**config.mk**
```make
export PLATFORM = sky130hd
export DESIGN_NAME = tone_sequencer
export DESIGN_NICKNAME = d
export VERILOG_FILES = /design/src/rtl/tone_sequencer.sv
export SDC_FILE = /design/constraint.sdc
export NUM_CORES = 1
export LEC_CHECK = 0
export BUFFER_PORTS_ARGS = -buffer_cell sky130_fd_sc_hd__buf_2
export CORE_ASPECT_RATIO = 1.25
export CORE_MARGIN = 2
export CORE_UTILIZATION = 51
export CTS_BUF_LIST = sky130_fd_sc_hd__clkbuf_8
export CTS_CLUSTER_SIZE = 40
export DETAILED_ROUTE_END_ITERATION = 16
export GPL_ROUTABILITY_DRIVEN = 0
export PLACE_DENSITY = 0.68
export SETUP_SLACK_MARGIN = 0.5
export SYNTH_ARGS = -nofsm -noshare
export SYNTH_HDL_FRONTEND = slang
export SYNTH_SLANG_ARGS = --single-unit
```
**constraint.sdc**
```tcl
create_clock -name clk -period 5.15 [get_ports clk]
set_input_delay 0.7725 -clock clk [delete_from_list [all_inputs] [get_ports clk]]
set_output_delay 0.7725 -clock clk [all_outputs]
set_load 0.02 [all_outputs]
```
**src/rtl/tone_sequencer.sv**
```systemverilog
// Tone sequencer: steps through a note list held in an external synchronous ROM
// and plays each note as a square wave, with tempo, duty, pause/restart and looping.
module tone_sequencer #(
    parameter int BEAT_CYCLES = 25_000_000,
    parameter int ADDR_W      = 7,
    parameter int PERIOD_W    = 20,
    parameter int VOL_BITS    = 3
) (
    input  logic                clk,
    input  logic                rst,
    input  logic                play,
    input  logic                restart,
    input  logic                loop_en,
    input  logic [2:0]          speed,
    input  logic [VOL_BITS-1:0] volume,
    output logic [ADDR_W-1:0]   rom_addr,
    input  logic [PERIOD_W:0]   rom_data,
    output logic                beep,
    output logic                busy,
    output logic [ADDR_W-1:0]   slot,
    output logic                done
);

    localparam int BEAT_W = $clog2(BEAT_CYCLES + 1);
    localparam int HIGH_W = PERIOD_W + VOL_BITS;

    typedef enum logic [2:0] {
        S_IDLE, S_FETCH, S_LOAD, S_PLAY, S_PAUSED, S_DONE
    } state_t;

    state_t state, next_state, resume, cur;

    logic [PERIOD_W-1:0] period, tone_cnt;
    logic [HIGH_W-1:0]   high, high_next, prod;
    logic                sound;
    logic [BEAT_W-1:0]   beat_len, beat_cnt, beat_raw, beat_len_next;

    logic end_flag, beat_term, last_addr;
    logic go, run, load_en, song_end, advance;

    assign end_flag  = rom_data[PERIOD_W];
    assign beat_term = (beat_cnt == beat_len - BEAT_W'(1));
    assign last_addr = (rom_addr == {ADDR_W{1'b1}});

    // A paused FSM behaves as the state it left, so resuming costs no extra cycle.
    assign cur = (state == S_PAUSED) ? resume : state;

    // State register
    always_ff @(posedge clk or negedge rst) begin
        if (!rst) begin
            state  <= S_IDLE;
            resume <= S_IDLE;
        end else begin
            // NOTE: sequential state uses non-blocking assignments so every
            // register samples the pre-edge value of every other register.
            state <= next_state;
            if (next_state == S_PAUSED)
                resume <= cur;
        end
    end

    // Next-state logic; restart outranks pause and end-of-song.
    always_comb begin
        // NOTE: default first so no path through this block infers a latch.
        next_state = state;
        if (restart) begin
            next_state = S_FETCH;
        end else begin
            case (cur)
                S_IDLE:  if (play) next_state = S_FETCH;
                S_FETCH: next_state = play ? S_LOAD : S_PAUSED;
                S_LOAD: begin
                    if (!play)        next_state = S_PAUSED;
                    else if (end_flag) next_state = loop_en ? S_FETCH : S_DONE;
                    else               next_state = S_PLAY;
                end
                S_PLAY: begin
                    if (!play)          next_state = S_PAUSED;
                    else if (beat_term) next_state = (last_addr && !loop_en) ? S_DONE : S_FETCH;
                end
                default: next_state = state;
            endcase
        end
    end

    // Output / control strobes
    always_comb begin
        busy     = (state != S_IDLE) && (state != S_DONE);
        go       = play && !restart;
        run      = go && (cur == S_PLAY);
        load_en  = go && (cur == S_LOAD) && !end_flag;
        song_end = go && (((cur == S_LOAD) && end_flag) ||
                          ((cur == S_PLAY) && beat_term && last_addr));
        advance  = run && beat_term && !last_addr;
    end

    // Note parameters captured at LOAD: duty threshold and beat length.
    always_comb begin
        prod          = HIGH_W'(rom_data[PERIOD_W-1:0]) * HIGH_W'(volume);
        high_next     = prod >> VOL_BITS;
        beat_raw      = BEAT_W'(BEAT_CYCLES) >> speed;
        beat_len_next = (beat_raw == '0) ? BEAT_W'(1) : beat_raw;
    end

    always_ff @(posedge clk or negedge rst) begin
        if (!rst) begin
            rom_addr <= '0;
            slot     <= '0;
            beep     <= 1'b0;
            done     <= 1'b0;
            period   <= '0;
            high     <= '0;
            sound    <= 1'b0;
            beat_len <= '0;
            beat_cnt <= '0;
            tone_cnt <= '0;
        end else begin
            done <= song_end && !loop_en;
            beep <= run && sound && (HIGH_W'(tone_cnt) < high);

            if (restart || (song_end && loop_en))
                rom_addr <= '0;
            else if (advance)
                rom_addr <= rom_addr + ADDR_W'(1);

            if (load_en) begin
                slot     <= rom_addr;
                period   <= rom_data[PERIOD_W-1:0];
                high     <= high_next;
                sound    <= (rom_data[PERIOD_W-1:0] >= PERIOD_W'(2)) && (volume != '0);
                beat_len <= beat_len_next;
                beat_cnt <= '0;
                tone_cnt <= '0;
            end else if (run) begin
                beat_cnt <= beat_term ? '0 : beat_cnt + BEAT_W'(1);
                tone_cnt <= (tone_cnt >= period - PERIOD_W'(1)) ? '0 : tone_cnt + PERIOD_W'(1);
            end
        end
    end

endmodule
```
# Word level (Yosys, flattened, before mapping)
# Index checks and enable logic that the tools add are counted.
[totals]
reg_bits = 133
in_bits = 32
out_inout_bits = 17
elab_cells = 79
[classes]
add_sub_neg = 5
n_mul = 1
order_cmp = 3
eq_ne = 8
shift = 1
mux = 20
reduce_logical = 29
[op_table]
columns = ["operator", "n"]
rows = [
  ["25-bit two-way mux", 4],
  ["20-bit two-way mux", 3],
  ["3-bit two-way mux", 10],
  ["25-bit by 1-bit adder with 25-bit output (second input constant)", 1],
  ["25-bit equality test", 1],
  ["25-bit zero test", 1],
  ["25-bit by 3-bit >> shifter with 25-bit output (first input constant)", 1],
  ["25-bit by 1-bit subtractor with 25-bit output (second input constant)", 1],
  ["20-bit by 3-bit multiplier with 23-bit output", 1],
  ["20-bit by 1-bit adder with 20-bit output (second input constant)", 1],
  ["20-bit by 2-bit >= comparator with 1-bit output (second input constant)", 1],
  ["20-bit >= comparator", 1],
  ["20-bit less-than comparator", 1],
  ["20-bit by 1-bit subtractor with 20-bit output (second input constant)", 1],
  ["1-bit logical AND", 17],
  ["7-bit two-way mux", 2],
  ["3-bit one-hot mux with 4 select lines", 1],
  ["7-bit by 1-bit adder with 7-bit output (second input constant)", 1],
  ["7-bit equality test (second input constant)", 1],
  ["3-bit by 2-bit equality test with 1-bit output (second input constant)", 2],
  ["3-bit equality test (second input constant)", 2],
  ["3-bit nonzero test", 2],
  ["1-bit zero test", 4],
  ["2-bit nonzero test", 2],
  ["other kinds (4)", 5],
]

# Longest topological paths before layout
# Gate-level depths: netlist of run 1.
[logic_depth]
depth_word = 10
mapped_depth = 17
ltp_nobuf = 15

# Worst setup path before layout of run 1
# Ideal clock, no wire load.
[synth_path]
path_kind = "input to register"
startpoint = "input volume[1]"
endpoint = "register high[15]"
setup_time_ps = 133
t_arrival_ps = 4154
required_ps = 5017
setup_slack_ps = 863
cell_stages = 16
n_path_buf = 2
path_cell_list = "clkbuf_1 buf_1 nand2_1 fa_1 inv_1 ha_1 nor2b_1 o21a_1 o21a_1 o211a_1 or3_1 o311ai_0 o211ai_1 a21oi_1 xor2_1 o21ai_0"
[synth_via]
elab_chain_cells = 1
[synth_lines]
columns = ["element", "line", "text"]
rows = [
  ["start, declared", "15", "input logic [VOL_BITS-1:0] volume,"],
  ["20-bit by 3-bit multiplier with 23-bit output", "99", "prod = HIGH_W'(rom_data[PERIOD_W-1:0]) * HIGH_W'(volume);"],
  ["end signal, assigned", "129", "high <= high_next;"],
  ["end, declared", "34", "logic [HIGH_W-1:0] high, high_next, prod;"],
]
# No other way between the ends.
# A chain may end at the register's enable or synchronous reset.

# Final worst setup path of run 1
[layout_path]
startpoint = "register beat_len[0]"
endpoint = "register beat_cnt[21]"
[layout_via]
elab_chain_cells = 5
[layout_lines]
columns = ["element", "line", "text"]
rows = [
  ["start, declared", "36", "logic [BEAT_W-1:0] beat_len, beat_cnt, beat_raw, beat_len_next;"],
  ["start signal, assigned", "131", "beat_len <= beat_len_next;"],
  ["25-bit by 1-bit subtractor with 25-bit output", "42", "assign beat_term = (beat_cnt == beat_len - BEAT_W'(1));"],
  ["25-bit equality test", "42", ""],
  ["25-bit two-way mux", "135", "beat_cnt <= beat_term ? '0 : beat_cnt + BEAT_W'(1);"],
  ["25-bit two-way mux", "134", "end else if (run) begin"],
  ["25-bit two-way mux", "126", "if (load_en) begin"],
  ["end signal, assigned", "135", ""],
  ["end, declared", "36", ""],
]
# No other way between the ends. The select of a mux whose other input is x is not followed.

==> summary.md, run 1 <==
| Metric | Value |
|---|---|
| Commonest cells after routing, fill and taps aside | nand2_1, dfrtp_1, o21ai_0 |
| CTS tree | yes |
| Synthesized Nets | 1,280 |
| Overflow after GRT | 0 |
| Fin nets | 1,307 |
| Slowest stage delay, CP | 530 ps |
| Global-route wire length before repair | 37,320 um |
| Ys flop type | dfrtp_1 |
| Power Total | 3.817 mW |
| Worst Skew | 12.20 ps |
| Yosys reg bits | 133 |
| Starting Density | 51.79% |
| # rows | 56 |
| Clock net sink count | 133 |
| Finished layout cell area | 10,500 um^2 |
| Number of flops mapped to enable cells by yosys | 0 |
| Cells after Synth | 1,165 |
| Synth cell types | 68 |
| Routed length per instance | ~15 um |
| Slowest-stage cell, CP | a21oi_1 |
| Kind of critical path | flip-flop to flip-flop |
| Initial antenna violation count | 0 |
| Area share of the largest cell type after synthesis | 34.35% |
| CP endpoint kind | flip-flop |
| CP startpoint kind | flip-flop |
| Post-cts sizing count | 0 |
| Period utilization | 78.13% |
| Post CTS Setup Buffer Count | 0 |
| Synthesis Warnings | 0 |
| Crit path max-delay family | simple AND/OR/NAND/NOR gates |
| Die area | around 20,000 um^2 |
| Slew Viols, Final | 0 |
| H-tree levels | 4 |
| Drt drc | 0 |
| RSZ-0062 raised after global routing | no |
| Ranking of synthesized cells by area | dfrtp_1, nand2_1, ha_1 |
| Pin count of the biggest net entering global routing | 98 |
| Layout fillers | 1,771 |
| Core box area | 18,710 um^2 |
| Gr usage total | between 20% and 30% |
| Clk buf depth | 2 |
| Clk root buf | clkbuf_8 |
| CTS clk-pin slew, worst paths | 80 ps |
| Layout area overhead | 8.394% |
| Area of the multi-input gates | about 5900 um^2 |
| Later-pin clock latency in the skew report | ~450 ps |
| # port buffers | 48 |
| Peak supply drop | 175.2 uV |
| Register area share after synthesis | 34.35% |
| Ys async rst share | 100.0% |
| Crit path buf inv count | 2 |
| IO Pins | 49 |
| Via/cell ratio | between 5 and 6 |
| DP HPWL | 15,870 um |
| Detailed Route WL | 21,570 um |
| Setup TNS | 0 ps |
| Drt first pass iters | 7 |
| Area after DPL | 10,120 um^2 |
| P_leak | 5.014 nW |
| Mapped cell area | 9689 um^2 |
| Diode count | 0 |
| Pwr Density | 363.5 nW/um^2 |
| Vias in the first global route | 7,986 |
| Most common cell after layout, fill and taps aside | nand2_1 |
| Synthesized area per cell | 8.317 um^2 |
| Maxcap violations | 0 |
| Share of cells above drive strength 1 | 9.046% |
| Req. time, crit path | between 5000 and 6000 ps |
| Final min period | 4024 ps |
| Slew HR | between 20% and 30% |
| Die W | 127.3 um |
| 1st-iter DRT viols | 370 |
| # setup viols final | 0 |
| Antenna Nets Post-Route | 0 |
| Maximum fanout along the worst path | 40 |
| Worst slew pin tran | 1143 ps |
| DR vias | roughly 8,000 |
| Die Ht | 158.1 um |
| Max Freq | 248.5 MHz |
| Hold Path Class | input pin to async pin |
| Outcome | finished, final reports clean |
| CP arrival | 4410 ps |
| Crit path cell chain | inv_1, ha_1, nor4b_2, nand3_1, or3_1, xnor2_1, mux2i_1, a21oi_1, o21ai_2, buf_4, nand2b_1, or3b_2, nand2_1 |
| CTS Hold Bufs | 0 |
| Final hold viol count | 0 |
| Storage element area | 3328 um^2 |
| Yosys top cell by area | dfrtp_1 |
| CTS Buf Count | 17 |
kinds of logic (layout without fill, tap and decap cells):
logic type / count (synthesis) / count (layout) / share of synthesized area (%)
compound gates: 272 / 272 / 17.99
xor+xnor: 73 / 73 / 6.599
fa+ha+maj: 83 / 83 / 12.19
buf+inv: 124 / 164 / 4.830
flops: 133 / 133 / 34.35
mux: 5 / 5 / 0.5424
simple gates: 475 / 475 / 23.50
per-layer routing:
layer  global-route usage, %  share of wire, %
met1                   28.62                46
met2                   40.06                50
met3                   3.075               2.2
met4                   6.646               1.8
met5                       0                 0
worst paths after layout:
check | startpoint | end | slack, ps | cells past startpoint
worst min-delay path | rst | rom_addr[4] | 420 | 1
worst min register to register | slot[0] | slot[0] | 480 | 2
min in group clk | slot[0] | slot[0] | 480 | 2
worst max register to register | beat_len[0] | beat_cnt[21] | 1130 | 13
worst max-delay path | beat_len[0] | beat_cnt[21] | 1130 | 13
max in group asynchronous | rst | high[5] | 3740 | 2
sequential cells by signal, indices dropped and copies added, names as in the netlist:
register,count
beat_cnt,25
sound,1
slot,7
beat_len,25
done,1
high,20
beep,1
resume,3
tone_cnt,20
rom_addr,7
period,20
state,3
layout make-up:
class / count / area share (%)
sequential: 133 / 31.69
clock buffer: 19 / 2.490
tap: 232 / 2.764
clock inverter: 13 / 1.156
timing repair buffer: 56 / 2.919
inverter: 76 / 2.716
multi-input combinational: 908 / 56.27
power by group:
| group | total [mW] | internal [mW] | switching [mW] |
|---|---|---|---|
| Sequential | 1.56 | 1.28 | 0.283 |
| Combinational | 1.41 | 0.647 | 0.764 |
| Clock | 0.844 | 0.411 | 0.433 |
synth_stat cells (14+ instances only):
master and number:
nand3_1 19, xnor2_1 48, a21o_1 22, nor4_1 15, nor3_1 26, nand2_1 220
ha_1 64, a31oi_1 30, dfrtp_1 133, and3_1 25, xor2_1 25, inv_1 76
nand2b_1 33, o21ai_0 83, o31ai_1 14, clkbuf_1 38, fa_1 19, a21oi_1 51
nor2_1 63
stage by stage:
step                      cells  hold slack [ps]  utilization, %  worst slack, ps
after floorplan            1165            446.4               -            862.5
after global routing       1437            478.6           56.14            735.0
final                      1437            417.9           56.14             1126
after global placement     1405            453.7           54.09            896.8
after detailed placement   1405            461.9           54.09            816.6
after CTS                  1437            447.1           56.14             1112
(Power assumes the default switching activity.)
==> run 2, diff against run 1 <==
ABC_AREA = 1   (was not set)
PLACE_DENSITY = 0.71   (was 0.68)
clock period = 3.7 ns   (was 5.15 ns; I/O delays follow)
==> run 2 against run 1 <==
Utilization is 2.3 points higher. First-iteration DRC count is 41% higher. Flip-flop and latch count stayed put. Hold slack worse by 410 ps. Non-clock buffer count is 25 higher. Critical path type unchanged. Critical endpoint is now tone_cnt[5]. Largest cell class unchanged.
==> summary.md, run 2 <==
| Metric | Value |
|---|---|
| Req. time, crit path | 4070 ps (-1460 ps) |
| Gr usage total | 23.98% (+1.4 points) |
| Biggest regs | beat_cnt (25), beat_len (25) |
| Number of flops mapped to enable cells by yosys | 0 (unchanged) |
| Max Freq | 310.8 MHz (+25%) |
| Post-Synth Simple-Gate Area | 29.11% (+5.6 points) |
| Power Total | 7.477 mW (+96%) |
| Overflow after GRT | 0 (unchanged) |
| Pwr Density | 636.0 nW/um^2 (+75%) |
| Most common cell after layout, fill and taps aside | nand2_1 |
| Crit path cell chain | inv_2, ha_4, nand2_4, nor3_4, nand3_2, buf_6, buf_4, buf_4, buf_4, buf_6, xor2_1, ha_1, nand4_1, inv_2, o21ai_2, o211ai_1, nand2_1, nand3_2, a21oi_4, nand2_4, buf_6, o31ai_2 |
| CP startpoint kind | flip-flop |
| Critical path depth | 22 (+9) |
| Setup TNS | 0 ps (unchanged) |
| Ys async rst share | 100.0% (unchanged) |
| # port buffers | 48 (unchanged) |
| Synthesized-area fraction occupied by adder cells | 11.34% (-0.85 points) |
| Ys flop type | dfrtp_1 |
| Pre-CTS setup slack | 63.50 ps (-753.1 ps) |
| CTS Hold Bufs | 0 (unchanged) |
| Worst slew pin tran | 912.6 ps (-230.9 ps) |
| H-tree levels | 4 (unchanged) |
| Register area share after synthesis | 31.95% (-2.4 points) |
| RSZ-0062 raised after global routing | yes |
| Core box area | 20,100 um^2 (+7.5%) |
| Global-route wire length before repair | 42,470 um (+14%) |
| DP HPWL | 19,200 um (+21%) |
| Slowest stage delay, CP | 410 ps (-120 ps) |
| Diode count | 0 (unchanged) |
| Clk buf depth | 2 (unchanged) |
| Drt first pass iters | 5 (-2) |
| Layout area overhead | 12.87% |
| Yosys reg bits | 133 (unchanged) |
| Later-pin clock latency in the skew report | 460 ps (about the same) |
| Worst Skew | 13.09 ps (+0.8942 ps) |
| Synth Area in Compound Gates | 10.92% (-7.1 points) |
| Clock net sink count | 133 (unchanged) |
| P_leak | 5.916 nW (+18%) |
| Mapped cell area | 10,420 um^2 (+7.5%) |
| Fin util | 58.48% (+2.3 points) |
| Most numerous cell in the Yosys netlist | nand2_1 |
| IO Pins | 49 (unchanged) |
| Storage element area | 3329 um^2 (about the same) |
| Detailed Route WL | 25,460 um (+18%) |
| CTS tree | yes |
| Initial antenna violation count | 0 (unchanged) |
| Starting Density | 51.82% (about the same) |
| Maximum fanout along the worst path | 6 (-85%) |
| Cells after Synth | 1,426 (+22%) |
| CP endpoint kind | flip-flop |
| Hold Path Class | input pin to async pin |
| Crit path max-delay family | buffers and inverters |
| Peak supply drop | 273.0 uV (+56%) |
| CTS clk-pin slew, worst paths | 80 ps (about the same) |
| Crit path buf inv count | 8 (+6) |
| Period utilization | 86.97% (+8.8 points) |
| Layout fillers | 1,856 (+4.8%) |
| Synthesized Nets | 1,541 (+20%) |
| # setup viols final | 0 (unchanged) |
| Fin nets | 1,605 (+23%) |
| Xor/xnor share of the synthesized area | 7.820% (+1.2 points) |
| Routed length per instance | 14.36 um (-4.3%) |
| Synth cell types | 50 (-26%) |
| Die W | 131.8 um (+3.6%) |
| Setup ws final | 482.2 ps (-644.1 ps) |
| Outcome | finished, final reports clean |
| Maxcap violations | 0 (unchanged) |
| Clk root buf | clkbuf_8 |
| CTS Buf Count | 17 (unchanged) |
| Pin count of the biggest net entering global routing | 87 (-11%) |
| Synthesis Warnings | 0 (unchanged) |
| Via/cell ratio | 5.346 (-6.3%) |
| DR vias | 9,478 (+16%) |
| Die area | 21,590 um^2 (+7.3%) |
| Kind of critical path | flip-flop to flip-flop |
| Share of cells above drive strength 1 | 13.44% (+4.4 points) |
| Area of the multi-input gates | 6391 um^2 (+8.2%) |
| Ranking of synthesized cells by area | dfrtp_1, nand2_1, ha_1 |
| Die Ht | 163.8 um (+3.6%) |
| # rows | 58 (+3.6%) |
| Antenna Nets Post-Route | 0 (unchanged) |
| Final hold viol count | 0 (unchanged) |
| CP arrival | 3580 ps (-830 ps) |
| Synthesized area per cell | 7.305 um^2 (-12%) |
| Drt drc | 0 (unchanged) |
| Slew Viols, Final | 0 (unchanged) |
| Yosys top cell by area | dfrtp_1 |
| Final min period | 3218 ps (-805.9 ps) |
| Main combinational cell family by area after synthesis | simple AND/OR/NAND/NOR gates |
| R2R depth | 22 (+9) |
| Multiplexer share of the synthesized area | 0% (-0.54 points) |
| Slowest-stage cell, CP | dfrtp_1 |
| Most frequent cells after synthesis | nand2_1, inv_1, dfrtp_1 |
| 1st-iter DRT viols | 521 (+41%) |
| Vias in the first global route | 9,218 (+15%) |
| Commonest cells after routing, fill and taps aside | nand2_1, inv_1, dfrtp_1 |
| Area share of the largest cell type after synthesis | 31.95% (-2.4 points) |
| Slew HR | 38.60% (+15 points) |
==> run 2: cell families (layout without fill, tap and decap cells) <==
| kind of cell | Yosys count | count (layout) |
|---|---|---|
| compound gates | 198 | 198 |
| xor+xnor | 93 | 93 |
| fa+ha+maj | 83 | 83 |
| buf+inv | 237 | 314 |
| flops | 133 | 133 |
| simple gates | 682 | 682 |
==> run 2: area by class of cell <==
class | instances | share of cell area [%]
sequential | 133 | 28.32
tap | 270 | 2.874
multi-input combinational | 1056 | 54.36
clock buffer | 19 | 2.224
clock inverter | 13 | 1.330
timing repair buffer | 81 | 4.470
inverter | 201 | 6.418
==> run 2: metal layers <==
layer	GRT usage (%)	vias to the layer above	routed length, um
met4	7.806	0	597
met3	2.531	43	614
met2	45.64	177	13410
li1	-	4781	-
met1	28.26	4477	10830
met5	0	-	0
==> run 2: stage by stage <==
step,cells,cell area (um^2),hold WS [ps]
after floorplan,1426,10450,259.4
after global placement,1723,10970,449.4
after detailed placement,1723,10970,462.2
after CTS,1766,11550,21.42
after global routing,1773,11760,44.19
final,1773,11760,11.32
==> run 2: worst paths after layout <==
check	from	to	slack, ps
max in group asynchronous	rst	period[4]	2850
worst min-delay path	rst	resume[2]	10
worst max-delay path	period[1]	tone_cnt[5]	480
worst max register to register	period[1]	tone_cnt[5]	480
worst min register to register	slot[0]	slot[0]	470
min in group clk	loop_en	done	290
==> run 2: repair_timing <==
| item | 4_1_cts | 5_1_grt |
|---|---|---|
| setup endpoints to repair | 21 | 21 |
| resized for setup | 26 | 35 |
| pin swaps | 15 | 22 |
| setup buffers | 10 | 7 |
| gates cloned | 1 | 0 |
==> run 2: report_power, final <==
| group | leakage, nW | internal, mW | switching (mW) |
|---|---|---|---|
| Clock | 0.217 | 0.699 | 0.591 |
| Combinational | 4.00 | 1.44 | 2.23 |
| Sequential | 1.70 | 1.92 | 0.595 |
| Total | 5.92 | 4.07 | 3.41 |
==> run 3, diff against run 2 <==
CORE_UTILIZATION = 30   (was 51)
PLACE_DENSITY = not set   (was 0.71)
==> run 3 against run 2 <==
Clock skew grew 4.4 ps. Worst setup slack gained 130 ps. First-iteration DRC count shrank 25%. Global-route usage shrank 9.1 points. Critical path depth shrank 5. Maximum frequency grew 4.3%. Utilization shrank 24 points. Final area grew 1.7%.
==> summary.md, run 3 (synthesis gave the netlist of run 2 again) <==
| Metric | Value |
|---|---|
| Drt first pass iters | 5 (unchanged) |
| Pwr Density | 625.9 nW/um^2 (-1.6%) |
| Slowest-stage cell, CP | dfrtp_1 |
| Pin count of the biggest net entering global routing | 72 (-17%) |
| Slew Viols, Final | 0 (unchanged) |
| H-tree levels | 4 (unchanged) |
| Max Freq | 324.2 MHz (+4.3%) |
| Peak supply drop | 248.4 uV (-9.0%) |
| Worst slew pin tran | 804.9 ps (-107.7 ps) |
| Period utilization | 83.36% (-3.6 points) |
| DR vias | 9,313 (-1.7%) |
| Fin util | 34.83% (-24 points) |
| IO Pins | 49 (unchanged) |
| Share of cells above drive strength 1 | 12.92% (-0.52 points) |
| Storage element area | 3329 um^2 (unchanged) |
| Maximum fanout along the worst path | 7 (+1) |
| Vias in the first global route | 9,226 (+0.087%) |
| Biggest regs | beat_cnt (25), beat_len (25) |
| Via/cell ratio | 4.730 (-12%) |
| CTS Hold Bufs | 0 (unchanged) |
| Area of the multi-input gates | 6342 um^2 (-0.76%) |
| # setup viols final | 0 (unchanged) |
| RSZ-0062 raised after global routing | yes |
| Slowest stage delay, CP | 450 ps (+40 ps) |
| Pre-CTS setup slack | -22.35 ps (-85.85 ps) |
| Kind of critical path | flip-flop to flip-flop |
| Reg2Reg Launch Point | period[4] |
| Crit path cell chain | nor2_1, nand2_2, nor2_4, nand4_1, nor4_2, buf_4, nand2_1, xor2_1, ha_1, a21oi_2, o21ai_2, a21oi_2, nand3_1, a21oi_2, nand2_2, buf_12, o32ai_2 |
| Die W | 170.7 um (+29%) |
| Routed length per instance | 13.15 um (-8.4%) |
| Detailed Route WL | 25,890 um (+1.7%) |
| Initial antenna violation count | 0 (unchanged) |
| Layout area overhead | 14.80% |
| Later-pin clock latency in the skew report | 460 ps (about the same) |
| Setup ws final | 615.6 ps (+133.4 ps) |
| 1st-iter DRT viols | 391 (-25%) |
| Commonest cells after routing, fill and taps aside | nand2_1, inv_1, dfrtp_1 |
| Clk root buf | clkbuf_8 |
| CP startpoint kind | flip-flop |
| Worst path most repeated cell | a21oi_2 |
| CP arrival | 3440 ps (-140 ps) |
| Final hold viol count | 0 (unchanged) |
| Core box area | 34,330 um^2 (+71%) |
| Drt drc | 0 (unchanged) |
| Most common cell after layout, fill and taps aside | nand2_1 |
| Clock net sink count | 133 (unchanged) |
| Req. time, crit path | 4060 ps (about the same) |
| Maxcap violations | 0 (unchanged) |
| Starting Density | 30.34% (-21 points) |
| DP HPWL | 20,260 um (+5.6%) |
| Outcome | finished, final reports clean |
| CTS clk-pin slew, worst paths | 90 ps (about the same) |
| Hold Path Class | input pin to async pin |
| Antenna Nets Post-Route | 0 (unchanged) |
| Final min period | 3084 ps (-133.4 ps) |
| Gr usage total | 14.86% (-9.1 points) |
| Crit path launch | period[4] |
| Layout fillers | 3,620 (+95%) |
| P_leak | 5.893 nW (-0.40%) |
| Fin nets | 1,603 (-0.12%) |
| CTS tree | yes |
| Overflow after GRT | 0 (unchanged) |
| Diode count | 0 (unchanged) |
| Die area | 36,240 um^2 (+68%) |
| # rows | 76 (+31%) |
| Worst Skew | 17.48 ps (+4.390 ps) |
| Global-route wire length before repair | 44,120 um (+3.9%) |
| # port buffers | 48 (unchanged) |
| CP endpoint kind | flip-flop |
| CTS Buf Count | 17 (unchanged) |
| Slew HR | 46.21% (+7.6 points) |
| Final hold slack | 81.69 ps (+70.36 ps) |
| Die Ht | 212.3 um (+30%) |
| Clk buf depth | 2 (unchanged) |
==> run 3: cell types whose count changed in the layout (fill, tap and decap cells not counted), sizes merged <==
cell / delta
clkinv: -7
clkbuf: -2
buf: -2
inv: +9
==> run 3: area by class of cell <==
class	instances	share of cell area (%)
sequential	133	27.84
timing repair buffer	79	4.248
tap	468	4.897
clock inverter	15	1.706
clock buffer	17	1.957
inverter	201	6.310
multi-input combinational	1056	53.04
==> run 3: critical path, delay by kind of cell (launching register included) <==
kind	cells	cell delay, ps
AOI/OAI and AO/OA	5	730
xor gates and xnor gates	1	150
adders and majority gates	1	330
buffers and inverters	2	320
DFF	1	450
and+or+nand+nor	8	1000
==> run 3: repair_timing <==
item / 4_1_cts / 5_1_grt
pin swaps: 16 / 18
buffers inserted: 12 / 3
endpoints found under the setup margin: 19 / 22
gates resized for setup: 26 / 20
==> run 3: metal layers <==
layer  up-vias  wire, um  global-route usage, %
met1      4379     11600                  18.37
li1       4760         -                      -
met2       137     13150                  26.72
met5         -         0                      0
met3        37       609                  1.936
met4         0       520                  4.568
==> run 3: metrics by stage <==
| step | setup TNS, ps | instance area (um^2) | total power, mW | std cells |
|---|---|---|---|---|
| after floorplan | 0 | 10450 | 5.054 | 1426 |
| after global placement | 0 | 11220 | 5.848 | 1922 |
| after detailed placement | -22.35 | 11220 | 5.943 | 1922 |
| after CTS | 0 | 11860 | 7.470 | 1966 |
| after global routing | 0 | 11960 | 8.218 | 1969 |
| final | 0 | 11960 | 7.484 | 1969 |
==> run 3: where the power goes <==
part           leakage [nW]  internal [mW]  switching [mW]
sequential             1.70           1.92           0.608
combinational          3.97           1.42            2.17
clock                 0.221          0.700           0.673
==> run 3: worst paths after layout <==
check	to	slack, ps	cells after the start
setup / recovery	tone_cnt[15]	620	17
hold / removal	state[0]	80	1
setup reg to reg	tone_cnt[15]	620	17
hold reg to reg	slot[0]	470	2
max in group asynchronous	tone_cnt[16]	2840	2
min in group clk	done	310	2
